<file path="src/rtl/gmii_tx_arb_pkg.sv">
// Shared constants and state encoding for the GMII transmit arbiter.
package gmii_tx_arb_pkg;

    localparam int unsigned NUM_CH = 3;

    // Channel indices; CH_NONE marks "no channel granted".
    localparam logic [1:0] CH_ARP  = 2'd0;
    localparam logic [1:0] CH_ICMP = 2'd1;
    localparam logic [1:0] CH_UDP  = 2'd2;
    localparam logic [1:0] CH_NONE = 2'd3;

    typedef enum logic [1:0] {
        StIdle = 2'd0,
        StWait = 2'd1,
        StBusy = 2'd2,
        StGap  = 2'd3
    } arb_state_e;

endpackage

</file>
<file path="src/rtl/gmii_tx_arb_pick.sv">
// Combinational channel selector for the GMII transmit arbiter.
// Fixed priority (lowest index wins) by default; `GMII_TX_ARB_RR_EN selects
// round-robin, searching from the channel after the last one granted.
module gmii_tx_arb_pick
    import gmii_tx_arb_pkg::*;
(
    input  logic [NUM_CH-1:0] req_i,
    input  logic [1:0]        ptr_i,
    output logic [NUM_CH-1:0] gnt_o,
    output logic [1:0]        idx_o
);

    logic [1:0] start;

`ifdef GMII_TX_ARB_RR_EN
    assign start = (ptr_i >= CH_UDP) ? CH_ARP : ptr_i + 2'd1;
`else
    // Pointer only matters for round-robin.
    logic unused_ptr;
    assign unused_ptr = ^ptr_i;
    assign start      = CH_ARP;
`endif

    // First requesting channel at or after start, wrapping modulo NUM_CH.
    always_comb begin
        logic [2:0] cand;
        logic       found;
        gnt_o = '0;
        idx_o = CH_NONE;
        found = 1'b0;
        cand  = '0;
        for (int i = 0; i < NUM_CH; i++) begin
            cand = {1'b0, start} + 3'(i);
            if (cand >= 3'(NUM_CH)) begin
                cand = cand - 3'(NUM_CH);
            end
            if (!found && req_i[cand[1:0]]) begin
                found              = 1'b1;
                gnt_o[cand[1:0]]   = 1'b1;
                idx_o              = cand[1:0];
            end
        end
    end

endmodule

</file>
<file path="src/rtl/gmii_tx_arbiter.sv">
// Shares one GMII TX path between the ARP, ICMP and UDP generators.
// Registered one-hot grant, one-cycle registered datapath mux, inter-frame
// gap and frame watchdog. Define GMII_TX_ARB_RR_EN for round-robin selection.
module gmii_tx_arbiter
    import gmii_tx_arb_pkg::*;
#(
    parameter int unsigned IFG_CYCLES       = 12,
    parameter int unsigned MAX_FRAME_CYCLES = 2048
) (
    input  logic                clk,
    input  logic                rst_n,
    input  logic [NUM_CH-1:0]   ch_req_i,
    output logic [NUM_CH-1:0]   ch_gnt_o,
    input  logic [NUM_CH-1:0]   ch_gmii_tx_en_i,
    input  logic [8*NUM_CH-1:0] ch_gmii_txd_i,
    output logic                gmii_tx_en_o,
    output logic [7:0]          gmii_txd_o,
    output logic                busy_o,
    output logic [1:0]          active_ch_o,
    output logic                abort_o
);

    localparam int unsigned IfgW = $clog2(IFG_CYCLES + 1);
    localparam int unsigned WdW  = $clog2(MAX_FRAME_CYCLES);
    localparam logic [IfgW-1:0] IfgLast = IfgW'(IFG_CYCLES - 1);
    localparam logic [WdW-1:0]  WdLast  = WdW'(MAX_FRAME_CYCLES - 1);

    arb_state_e          state_q, state_d;
    logic [NUM_CH-1:0]   gnt_q, gnt_d;
    logic [1:0]          idx_q, idx_d;
    logic [IfgW-1:0]     ifg_q, ifg_d;
    logic [WdW-1:0]      wd_q, wd_d;
    logic                tx_en_q, tx_en_d;
    logic [7:0]          txd_q, txd_d;
    logic                abort_q, abort_d;

    logic [NUM_CH-1:0]   pick_gnt;
    logic [1:0]          pick_idx;
    logic [1:0]          ptr;

    logic                sel_en;
    logic                sel_req;
    logic [7:0]          sel_txd;

`ifdef GMII_TX_ARB_RR_EN
    logic [1:0] ptr_q, ptr_d;

    // Remember the last granted channel, including withdrawn/aborted grants.
    always_comb begin
        ptr_d = ptr_q;
        if (state_q == StIdle && |ch_req_i) begin
            ptr_d = pick_idx;
        end
    end

    // Round-robin pointer register.
    always_ff @(posedge clk or negedge rst_n) begin
        if (!rst_n) begin
            ptr_q <= CH_UDP;
        end else begin
            ptr_q <= ptr_d;
        end
    end

    assign ptr = ptr_q;
`else
    assign ptr = CH_UDP;
`endif

    gmii_tx_arb_pick u_pick (
        .req_i (ch_req_i),
        .ptr_i (ptr),
        .gnt_o (pick_gnt),
        .idx_o (pick_idx)
    );

    // AND-OR mux of the granted channel using the one-hot grant.
    always_comb begin
        sel_en  = |(ch_gmii_tx_en_i & gnt_q);
        sel_req = |(ch_req_i & gnt_q);
        sel_txd = '0;
        for (int k = 0; k < NUM_CH; k++) begin
            if (gnt_q[k]) begin
                sel_txd = sel_txd | ch_gmii_txd_i[8*k +: 8];
            end
        end
    end

    // FSM, counters and registered output mux next-state.
    always_comb begin
        state_d = state_q;
        gnt_d   = gnt_q;
        idx_d   = idx_q;
        ifg_d   = ifg_q;
        wd_d    = wd_q;
        tx_en_d = 1'b0;
        txd_d   = '0;
        abort_d = 1'b0;
        unique case (state_q)
            StIdle: begin
                if (|ch_req_i) begin
                    state_d = StWait;
                    gnt_d   = pick_gnt;
                    idx_d   = pick_idx;
                    wd_d    = '0;
                end
            end
            StWait, StBusy: begin
                if (wd_q == WdLast) begin
                    // Watchdog: drop the hung channel and still honour the gap.
                    abort_d = 1'b1;
                    state_d = StGap;
                    gnt_d   = '0;
                    idx_d   = CH_NONE;
                    ifg_d   = '0;
                end else begin
                    wd_d    = wd_q + 1'b1;
                    tx_en_d = sel_en;
                    txd_d   = sel_en ? sel_txd : 8'h00;
                    if (state_q == StWait) begin
                        if (sel_en) begin
                            state_d = StBusy;
                        end else if (!sel_req) begin
                            // Withdrawn before sending: no gap needed.
                            state_d = StIdle;
                            gnt_d   = '0;
                            idx_d   = CH_NONE;
                        end
                    end else if (!sel_en) begin
                        state_d = StGap;
                        gnt_d   = '0;
                        idx_d   = CH_NONE;
                        ifg_d   = '0;
                    end
                end
            end
            StGap: begin
                if (ifg_q == IfgLast) begin
                    state_d = StIdle;
                end else begin
                    ifg_d = ifg_q + 1'b1;
                end
            end
            default: begin
                state_d = StIdle;
            end
        endcase
    end

    // State and output registers.
    always_ff @(posedge clk or negedge rst_n) begin
        if (!rst_n) begin
            state_q <= StIdle;
            gnt_q   <= '0;
            idx_q   <= CH_NONE;
            ifg_q   <= '0;
            wd_q    <= '0;
            tx_en_q <= 1'b0;
            txd_q   <= '0;
            abort_q <= 1'b0;
        end else begin
            state_q <= state_d;
            gnt_q   <= gnt_d;
            idx_q   <= idx_d;
            ifg_q   <= ifg_d;
            wd_q    <= wd_d;
            tx_en_q <= tx_en_d;
            txd_q   <= txd_d;
            abort_q <= abort_d;
        end
    end

    assign ch_gnt_o     = gnt_q;
    assign gmii_tx_en_o = tx_en_q;
    assign gmii_txd_o   = txd_q;
    assign busy_o       = (state_q != StIdle);
    assign active_ch_o  = idx_q;
    assign abort_o      = abort_q;

endmodule

</file>
<file path="config.mk">
export PLATFORM = sky130hd
export DESIGN_NAME = gmii_tx_arbiter
export DESIGN_NICKNAME = d
export VERILOG_FILES = /design/src/rtl/gmii_tx_arb_pkg.sv /design/src/rtl/gmii_tx_arb_pick.sv /design/src/rtl/gmii_tx_arbiter.sv
export SDC_FILE = /design/constraint.sdc
export NUM_CORES = 1
export LEC_CHECK = 0
export ABC_AREA = 0
export CAP_MARGIN = 20
export CORE_MARGIN = 1.5
export CORE_UTILIZATION = 64
export CTS_CLUSTER_SIZE = 24
export DETAILED_ROUTE_END_ITERATION = 16
export DONT_BUFFER_PORTS = 1
export GPL_ROUTABILITY_DRIVEN = 0
export GPL_TIMING_DRIVEN = 0
export PLACE_DENSITY = 0.8
export SLEW_MARGIN = 20
export SYNTH_ARGS = -nofsm -noshare
export SYNTH_HDL_FRONTEND = slang
export SYNTH_HIERARCHICAL = 1
export SYNTH_SLANG_ARGS = --single-unit
</file>
<file path="constraint.sdc">
create_clock -name clk -period 3.3 [get_ports clk]
set_input_delay 0.33 -clock clk [delete_from_list [all_inputs] [get_ports clk]]
set_output_delay 0.33 -clock clk [all_outputs]
set_load 0.005 [all_outputs]
</file>
==> summary.md <==
| Metric | Value |
|---|---|
| WHS | `0.142 ns` |
| Initial Util | `69.2%` |
| Seq pwr share | `36.4%` |
| All-layer global routing usage | `25.2%` |
| Total Die Area | `3050 um2` |
| Initial antenna violation count | `0` |
| Syn. warnings | `6` |
| Sink Count | `32` |
| WP data required | `3.50 ns` |
| R2R Path Start | `state_q[1]` |
| DRT Pass-1 Iters | `5` |
| Most common cell after layout, fill and taps aside | `dfrtp_1` |
| Utilization after layout | `75.0%` |
| Antenna Violating Nets Remaining | `0` |
| Mapped Area | `1750 um2` |
| Pwr dens | `between 800 and 900 nW/um2` |
| Vias in the first global route | `1377` |
| Hold Path Origin | `ch_gmii_txd_i[18]` |
| CP arrival | `2.61 ns` |
| Nets@finish | `approximately 230` |
| DRT iter0 DRCs | `70` |
| Tcrit/Tclk final | `between 70% and 80%` |
| Period minus WS final | `2.41 ns` |
| Antenna Cells | `0` |
| Core Region | `2520 um2` |
| Max Clk Rate | `415 MHz` |
| Die Y | `55.2 um` |
| Power share of the combinational group | `approximately 44%` |
| Area Overhead vs Synth | `8.46%` |
| Maxcap violations | `0` |
| Post-DP HPWL | `2570 um` |
| CTS Buf Count | `5` |
| Setup TNS | `0 ns` |
| Max-slew headroom | `33.8%` |
| Pin count of the biggest net entering global routing | `33` |
| WL final | `3580 um` |
| Post-Syn Area per Cell | `around 9.8 um2` |
| NetSw | `639 uW` |
| Cells after Synth | `179` |
| Commonest cells after routing, fill and taps aside | `dfrtp_1, nor2_1, nand2_1` |
| Clock Skews | `0.00684 ns` |
| Clk buf depth | `2` |
| CP Capture Type | `flip-flop` |
| DR vias | `1410` |
| Global-route wire length before repair | `6110 um` |
| Clk pin slew, worst setup/hold paths | `between 0.1 and 0.15 ns` |
| Vias per Instance | `roughly 6.4` |
| Drt wl/cell | `16.3 um` |
| Unrepaired setup endpoints after global routing | `no` |
| Clock power frac | `between 10% and 20%` |
| Detailed-route DRC error count | `0` |
| Die width | `~55 um` |
| Share of cells above drive strength 1 | `11.6%` |
| # H-tree levels | `2` |
| Sw frac | `41.0%` |
| # IOs | `48` |
| Worst Max-Slew Pin Slew | `a little under 1 ns` |
| Int Pwr | `roughly 900 uW` |
| Status | `finished, final reports clean` |
| Crit Path Max Fanout | `10` |
| Critical path class | `flip-flop to flip-flop` |
| CP Launch Point | `state_q[1]` |
| Port buffer count | `0` |
| Num rows | `18` |
| Crit start category | `flip-flop` |
| Final setup viols | `0` |
| Overflow after GRT | `0` |
| Root buf cell | `clkbuf_4` |
| Mapped Nets | `219` |
| Latest clock arrival within the worst-skew pair | `0.34 ns` |
| Leak Pwr | `just under 0.9 nW` |
| Max-slew violations | `0` |
| Postcts setup bufs | `0` |
| Worst Hold Class | `input pin to flip-flop` |
| Max VDD drop | `roughly 0.75 mV` |
| Final Hold Viols | `0` |
| PostCTS Resize Cnt | `0` |
| TritonCTS clock tree | `yes` |
## critical path: stages, from the launching register on
cell and delay [ns]:
dfrtp_1 0.45, inv_1 0.12, ha_1 0.20, nor4b_1 0.67, nor2_1 0.36, nand4_1 0.22
xor2_1 0.18, nor2_1 0.05
## state kept, by name (all words and copies together) (netlist names)
| name | cells |
|---|---|
| abort_o | 1 |
| wd_q | 11 |
| gmii_txd_o | 8 |
| ch_gnt_o | 3 |
| gmii_tx_en_o | 1 |
| ifg_q | 4 |
| active_ch_o | 2 |
| state_q | 2 |
## metal layers
layer	part of all wire, %	track usage, %	vias to the layer above	routed length [um]
met1	45	31.3	670	1600
met2	47	40.1	55	1670
met3	7.3	8.90	6	261
met4	1.3	10.1	0	47
li1	-	-	679	-
met5	0	0	-	0
## through the flow
| stage | setup WS, ns | instances | cell area, um2 | power (mW) |
|---|---|---|---|---|
| final | 0.889 | 219 | 1890 | 1.56 |
| after global routing | 0.584 | 219 | 1890 | 1.68 |
| after CTS | 0.914 | 219 | 1890 | 1.56 |
| after detailed placement | 1.00 | 209 | 1780 | 1.25 |
| after global placement | 1.06 | 209 | 1780 | 1.22 |
| after floorplan | 1.30 | 179 | 1750 | 1.09 |
## final timing paths
path	end	slack, ns	cells after the start
worst max-delay path	wd_q[9]	0.89	7
min in group asynchronous	wd_q[7]	0.42	2
max in group asynchronous	active_ch_o[0]	2.64	2
worst min register to register	wd_q[1]	0.52	2
worst min-delay path	gmii_txd_o[2]	0.14	2
worst max register to register	wd_q[9]	0.89	7
## power by group through the flow
| stage | Clock [mW] | Combinational (mW) | Sequential (mW) |
|---|---|---|---|
| floorplan | 0 | 0.540 | 0.555 |
| global placement | 0 | 0.647 | 0.571 |
| detailed placement | 0 | 0.673 | 0.574 |
| CTS | 0.306 | 0.686 | 0.567 |
| global route | 0.323 | 0.779 | 0.580 |
| finish | 0.303 | 0.688 | 0.567 |
## repair_timing
item,in CTS,in global routing
hold buffers,2,0
endpoints found under the hold margin,32,0
setup endpoints to repair,0,0
## area by class of cell
| class | instances | area, um2 |
|---|---|---|
| Multi-Input combinational cell | 132 | 872 |
| Sequential cell | 32 | 803 |
| Fill cell | 194 | 629 |
| Buffer | 9 | 47.5 |
| Clock inverter | 3 | 42.5 |
| Clock buffer | 5 | 37.5 |
| Tap cell | 30 | 37.5 |
| Timing Repair Buffer | 2 | 30.0 |
| Inverter | 6 | 22.5 |
(Power assumes the default switching activity.)
